===== src/rtl/r2sdf_twiddle_gen.sv =====
// r2sdf_twiddle_gen
// Pipelined twiddle-factor generator for R2SDF FFT butterflies.
// Produces W = cos(2*pi*k/N) -/+ j*sin(2*pi*k/N) from a single quarter-wave
// sine table of N/4+1 words. Both the real and imaginary parts come from the
// same table through two read ports.
//
// Ports:
//   clk       rising-edge clock
//   rst       synchronous reset, active-high (dominates ce)
//   ce        pipeline advance enable; all state holds while low
//   in_vld    request valid, sampled only when ce=1
//   in_idx    base index (LOG2N-1 bits)
//   in_shift  stage shift, k = (in_idx << in_shift) mod N/2
//   in_inv    0: forward (wi = -sin), 1: inverse (wi = +sin)
//   out_vld   result valid, three ce-cycles after the request
//   out_wr    real part (cos), signed DW bits
//   out_wi    imaginary part (-/+sin), signed DW bits
module r2sdf_twiddle_gen #(
    parameter  int DW    = 16,
    parameter  int LOG2N = 8,
    localparam int SW    = $clog2(LOG2N)
) (
    input  logic                 clk,
    input  logic                 rst,
    input  logic                 ce,
    input  logic                 in_vld,
    input  logic [LOG2N-2:0]     in_idx,
    input  logic [SW-1:0]        in_shift,
    input  logic                 in_inv,
    output logic                 out_vld,
    output logic signed [DW-1:0] out_wr,
    output logic signed [DW-1:0] out_wi
);

    localparam int KW   = LOG2N - 1;          // width of k, range [0, N/2)
    localparam int NQ   = 2 ** (LOG2N - 2);   // quarter period q = N/4
    localparam int MAXV = 2 ** (DW - 1) - 1;  // full-scale magnitude
    localparam logic [KW-1:0] Q_K = KW'(NQ);

    // Rounded sine word S[m] = round(sin(2*pi*m/N) * MAX). The argument never
    // exceeds pi/2, so a short Taylor series is far below 1 LSB of error.
    function automatic logic [DW-1:0] sin_word(input int m);
        real x;
        real term;
        real acc;
        x    = 6.283185307179586 * real'(m) / real'(2 ** LOG2N);
        acc  = x;
        term = x;
        for (int i = 1; i < 12; i++) begin
            term = -term * x * x / real'((2 * i) * (2 * i + 1));
            acc  = acc + term;
        end
        return DW'($rtoi(acc * real'(MAXV) + 0.5));
    endfunction

    // Quarter-wave table, entries 0..N/4, all non-negative.
    logic [DW-1:0] sin_tab [0:NQ];

    for (genvar g = 0; g <= NQ; g++) begin : g_tab
        assign sin_tab[g] = sin_word(g);
    end

    // Stage 1 state
    logic [KW-1:0] cos_addr_q, cos_addr_d;
    logic [KW-1:0] sin_addr_q, sin_addr_d;
    logic          fold1_q, fold1_d;
    logic          inv1_q, inv1_d;
    logic          vld1_q, vld1_d;
    // Stage 2 state
    logic [DW-1:0] rd_cos_q, rd_cos_d;
    logic [DW-1:0] rd_sin_q, rd_sin_d;
    logic          fold2_q, fold2_d;
    logic          inv2_q, inv2_d;
    logic          vld2_q, vld2_d;
    // Stage 3 (output) state
    logic          out_vld_q, out_vld_d;
    logic [DW-1:0] out_wr_q, out_wr_d;
    logic [DW-1:0] out_wi_q, out_wi_d;

    // Stage 1 combinational helpers
    logic [KW-1:0] k_s;
    logic          fold_s;
    logic [KW-1:0] cos_addr_s;
    logic [KW-1:0] sin_addr_s;
    // Stage 3 combinational helpers
    logic [DW-1:0] cos_sgn_s;
    logic [DW-1:0] sin_sgn_s;

    // Stage 1: index scaling and quarter-wave folding into two table addresses.
    always_comb begin
        // Shift is evaluated at KW bits, so bits past the top are discarded
        // and any shift >= KW yields k = 0.
        k_s    = in_idx << in_shift;
        fold_s = (k_s > Q_K);
        if (fold_s) begin
            cos_addr_s = k_s - Q_K;
            // N/2 - k, computed modulo 2**KW = N/2
            sin_addr_s = {KW{1'b0}} - k_s;
        end else begin
            cos_addr_s = Q_K - k_s;
            sin_addr_s = k_s;
        end
        if (ce) begin
            cos_addr_d = cos_addr_s;
            sin_addr_d = sin_addr_s;
            fold1_d    = fold_s;
            inv1_d     = in_inv;
            vld1_d     = in_vld;
        end else begin
            cos_addr_d = cos_addr_q;
            sin_addr_d = sin_addr_q;
            fold1_d    = fold1_q;
            inv1_d     = inv1_q;
            vld1_d     = vld1_q;
        end
    end

    // Stage 2: registered dual-port table read, side-band flags follow along.
    always_comb begin
        if (ce) begin
            rd_cos_d = sin_tab[cos_addr_q];
            rd_sin_d = sin_tab[sin_addr_q];
            fold2_d  = fold1_q;
            inv2_d   = inv1_q;
            vld2_d   = vld1_q;
        end else begin
            rd_cos_d = rd_cos_q;
            rd_sin_d = rd_sin_q;
            fold2_d  = fold2_q;
            inv2_d   = inv2_q;
            vld2_d   = vld2_q;
        end
    end

    // Stage 3: sign application; data registers only load on valid slots.
    always_comb begin
        // Table words are non-negative, so negation cannot overflow.
        if (fold2_q) begin
            cos_sgn_s = {DW{1'b0}} - rd_cos_q;
        end else begin
            cos_sgn_s = rd_cos_q;
        end
        if (inv2_q) begin
            sin_sgn_s = rd_sin_q;
        end else begin
            sin_sgn_s = {DW{1'b0}} - rd_sin_q;
        end
        if (ce) begin
            out_vld_d = vld2_q;
            if (vld2_q) begin
                out_wr_d = cos_sgn_s;
                out_wi_d = sin_sgn_s;
            end else begin
                out_wr_d = out_wr_q;
                out_wi_d = out_wi_q;
            end
        end else begin
            out_vld_d = out_vld_q;
            out_wr_d  = out_wr_q;
            out_wi_d  = out_wi_q;
        end
    end

    // Pipeline registers with synchronous reset.
    always_ff @(posedge clk) begin
        if (rst) begin
            cos_addr_q <= {KW{1'b0}};
            sin_addr_q <= {KW{1'b0}};
            fold1_q    <= 1'b0;
            inv1_q     <= 1'b0;
            vld1_q     <= 1'b0;
            rd_cos_q   <= {DW{1'b0}};
            rd_sin_q   <= {DW{1'b0}};
            fold2_q    <= 1'b0;
            inv2_q     <= 1'b0;
            vld2_q     <= 1'b0;
            out_vld_q  <= 1'b0;
            out_wr_q   <= {DW{1'b0}};
            out_wi_q   <= {DW{1'b0}};
        end else begin
            cos_addr_q <= cos_addr_d;
            sin_addr_q <= sin_addr_d;
            fold1_q    <= fold1_d;
            inv1_q     <= inv1_d;
            vld1_q     <= vld1_d;
            rd_cos_q   <= rd_cos_d;
            rd_sin_q   <= rd_sin_d;
            fold2_q    <= fold2_d;
            inv2_q     <= inv2_d;
            vld2_q     <= vld2_d;
            out_vld_q  <= out_vld_d;
            out_wr_q   <= out_wr_d;
            out_wi_q   <= out_wi_d;
        end
    end

    assign out_vld = out_vld_q;
    assign out_wr  = out_wr_q;
    assign out_wi  = out_wi_q;

endmodule

===== config.mk =====
export PLATFORM = sky130hd
export DESIGN_NAME = r2sdf_twiddle_gen
export DESIGN_NICKNAME = d
export VERILOG_FILES = /design/src/rtl/r2sdf_twiddle_gen.sv
export SDC_FILE = /design/constraint.sdc
export NUM_CORES = 1
export LEC_CHECK = 0
export CAP_MARGIN = 25
export CORE_MARGIN = 2
export CORE_UTILIZATION = 55
export CTS_BUF_LIST = sky130_fd_sc_hd__clkbuf_16
export DETAILED_ROUTE_END_ITERATION = 16
export PLACE_DENSITY_LB_ADDON = 0.3
export SYNTH_ARGS = -nofsm -noshare
export SYNTH_HDL_FRONTEND = slang
export SYNTH_SLANG_ARGS = --single-unit
export TNS_END_PERCENT = 30

===== constraint.sdc =====
create_clock -name clk -period 3 [get_ports clk]
set_input_delay 0.45 -clock clk [delete_from_list [all_inputs] [get_ports clk]]
set_output_delay 0.45 -clock clk [all_outputs]
set_load 0.05 [all_outputs]

==> flow_summary.json <==
{
  "layout-drive-gt1-share_pct": 8.628,
  "ys_ff_latch": 82,
  "drt-initial-drc-count": 1040,
  "power_density_nw_per_um2": 475.4,
  "grt_use_total_pct": 26.39,
  "slew_violations": 0,
  "rsz0062_at_grt": "no",
  "drt-pass1-iter-count": 6,
  "syn_area_um2": 6650,
  "min-delay-start": "out_wr[0]",
  "finalCritPeriodShare_pct": 87.39,
  "vias": 6635,
  "wl_mm": 16.87,
  "gp_congestion": 0.9332,
  "worst_hold_slack_ns": 0.4547,
  "grt_max_degree": 64,
  "clk_latency_ns": 0.33,
  "num_rows": 40,
  "ctsRootBufferMaster": "clkbuf_16",
  "async_reset_ff_share_pct": 0,
  "ys.flop_type": "dfxtp_1",
  "syn-num-nets": 943,
  "critPathArrivalTime_ns": 2.86,
  "total_power_mw": 3.566,
  "antenna_found_initial": 0,
  "cts_made_buffers": 9,
  "yosysTopAreaCellShare_pct": 24.68,
  "yosys_warnings": 0,
  "wire_per_inst_um": 16.05,
  "core_um2": 11910,
  "finalNetCount": 945,
  "ctsResizeCount": 0,
  "area_delta_synth_final_pct": 12.78,
  "finalSetupViolCount": 0,
  "regArea_um2": 1645,
  "cp_max_fo": 6,
  "num_io_pins": 48,
  "cts_tree": "done",
  "ys_top_cells_by_area": "dfxtp_1, nor2_1, a211oi_1, ha_1, a21oi_1",
  "critPathKind": "primary input to flop",
  "nFillCells": 1059,
  "syn_inst": 897,
  "cts_setup_buffers": 0,
  "dp.cells": 1035,
  "synth_xor_area_share_pct": 3.424,
  "highest_layer": "met4",
  "synth-simple-area-share_pct": 24.01,
  "setup.worst_path.start_class": "primary input",
  "yosysSeqAreaShare_pct": 24.68,
  "grt_first_pass_wirelength_mm": 28.74,
  "wl_met1_mm": 7.846,
  "max_freq_mhz": 381.4,
  "fp.dieArea_um2": 12990,
  "clkTransAtPathRegs_ns": 0.06,
  "worstReg2RegStart": "cos_addr_q[0]",
  "ant_nets": 0,
  "max_cap_viol_count": 0,
  "grt-ovfl-total": 0,
  "hold_violations": 0,
  "port_buffers": 47,
  "yosysMostFrequentCell": "nor2_1",
  "wl_met3_mm": 1.297,
  "vias_per_cell": 6.313,
  "clock-sinks": 82,
  "synth_adder_area_share_pct": 5.833,
  "holdCritPathClass": "flop to flop",
  "hold_buffers": 0,
  "min_period_ns": 2.622,
  "synth_area_leader_cell": "dfxtp_1",
  "synthMuxAreaShare_pct": 6.284,
  "synth_common_cells": "nor2_1, dfxtp_1, nand2_1",
  "wl_met2_mm": 7.497,
  "hpwlAfterDp_mm": 11.58,
  "worst_slew_pin_slew_ns": 0.8872,
  "clock_path_buffers": 2,
  "drcViolationCount": 0,
  "power_leakage_nw": 2.725,
  "fp.dieW_um": 114.0,
  "start_util_pct": 55.83,
  "syn_area_per_cell_um2": 7.414,
  "utilization_pct": 62.96,
  "critPathLaunch": "in_shift[2]",
  "peakVddDrop_mv": 0.2612,
  "antenna_cells": 0,
  "instances_no_fill": 1051,
  "yosysUniqueCellTypes": 69,
  "cts_htree_levels": 3,
  "multi_input_area_um2": 4602,
  "synth-compound-area-share_pct": 29.63,
  "max_slew_margin_pct": 40.86,
  "critPathCaptureType": "flop",
  "status": "finished, final reports clean",
  "synth-edff-count": 0,
  "grt_pass1_vias": 5790,
  "synth_top_family_by_area": "compound AO/OA/AOI/OAI gates",
  "die_y_um": 114.0,
  "required_ns": 3.24,
  "setup-tns-final_ns": 0,
  "finClkSkew_ns": 0.006158
}
-- power breakdown --
group	switching, mW	leakage, nW	total [mW]	internal [mW]
Combinational	0.619	1.88	1.04	0.425
Clock	0.445	0.172	1.26	0.815
Sequential	0.105	0.672	1.26	1.16
Total	1.17	2.73	3.57	2.40
-- final cells by class --
class | count | area share, %
clock buffer | 9 | 3.003
timing repair buffer | 74 | 8.842
sequential | 82 | 21.94
multi-input combinational | 715 | 61.36
inverter | 17 | 0.8509
tap | 147 | 2.452
clock inverter | 7 | 1.552
-- per-stage QoR --
step	instance area [um^2]	worst slack, ns
final	7500	0.3782
after global routing	7500	0.2591
after CTS	7500	0.4012
after detailed placement	7158	0.06208
after global placement	7158	0.1170
after floorplan	6650	0.3411
-- path summary, 6_finish.rpt --
path	slack, ns	end	cells past startpoint
worst max-delay path	0.38	sin_addr_q[3]	9
worst min-delay path	0.45	out_wr[0]	2
worst max register to register	0.52	rd_cos_q[2]	8
worst min register to register	0.45	out_wr[0]	2
-- layer usage --
| metal | track usage [%] | vias to the layer above |
|---|---|---|
| met1 | 38.85 | 3026 |
| met2 | 40.08 | 301 |
| li1 | - | 3280 |
| met3 | 4.198 | 28 |
| met4 | 7.073 | 0 |
| met5 | 0 | - |
-- cells in the final DEF, fill, tap and decap left out, types with 7 or more instances in the layout --
cell type        netlist  final
dfxtp_1               82     79
nor4_1                 7      7
or3_1                  7      7
mux4_2                 7      7
nand3_1               13     13
a311oi_1              13     13
a31oi_1               21     21
nand2_1               64     64
a211oi_1              54     54
nor2b_1               14     14
o21ai_0               42     42
o211ai_1              10     10
a21oi_1               63     63
buf_4                  0     27
clkdlybuf4s50_1        0     45
nand2b_1              25     25
mux2i_1               22     22
nor2_1               145    145
ha_1                  31     31
nor3_1                33     33
a21o_1                 7      7
xor2_1                13     13
o311ai_0               7      7
o31ai_1               12     12
clkbuf_16              0      9
xnor2_1               13     13
inv_1                 15     16
-- flip-flops by register name (all words and copies together) (netlist names), 6 cells and up --
signal      flops
out_wi         16
cos_addr_q      7
out_wr         16
rd_cos_q       15
rd_sin_q       15
sin_addr_q      6
-- kinds of logic after synthesis --
kind of cell,count (synthesis)
fa+ha+maj,31
simple gates,341
compound gates,285
flops,82
xor+xnor,26
buf+inv,100
mux,32
-- worst max-delay path: stages --
cell and delay (ns):
clkdlybuf4s50_1 0.42, or2_4 0.29, or2_2 0.31, ha_1 0.23
o221ai_1 0.10, or2_1 0.25, nor3_2 0.07, or4_1 0.49
a311oi_2 0.24
Power figures use the tool's default switching activity.
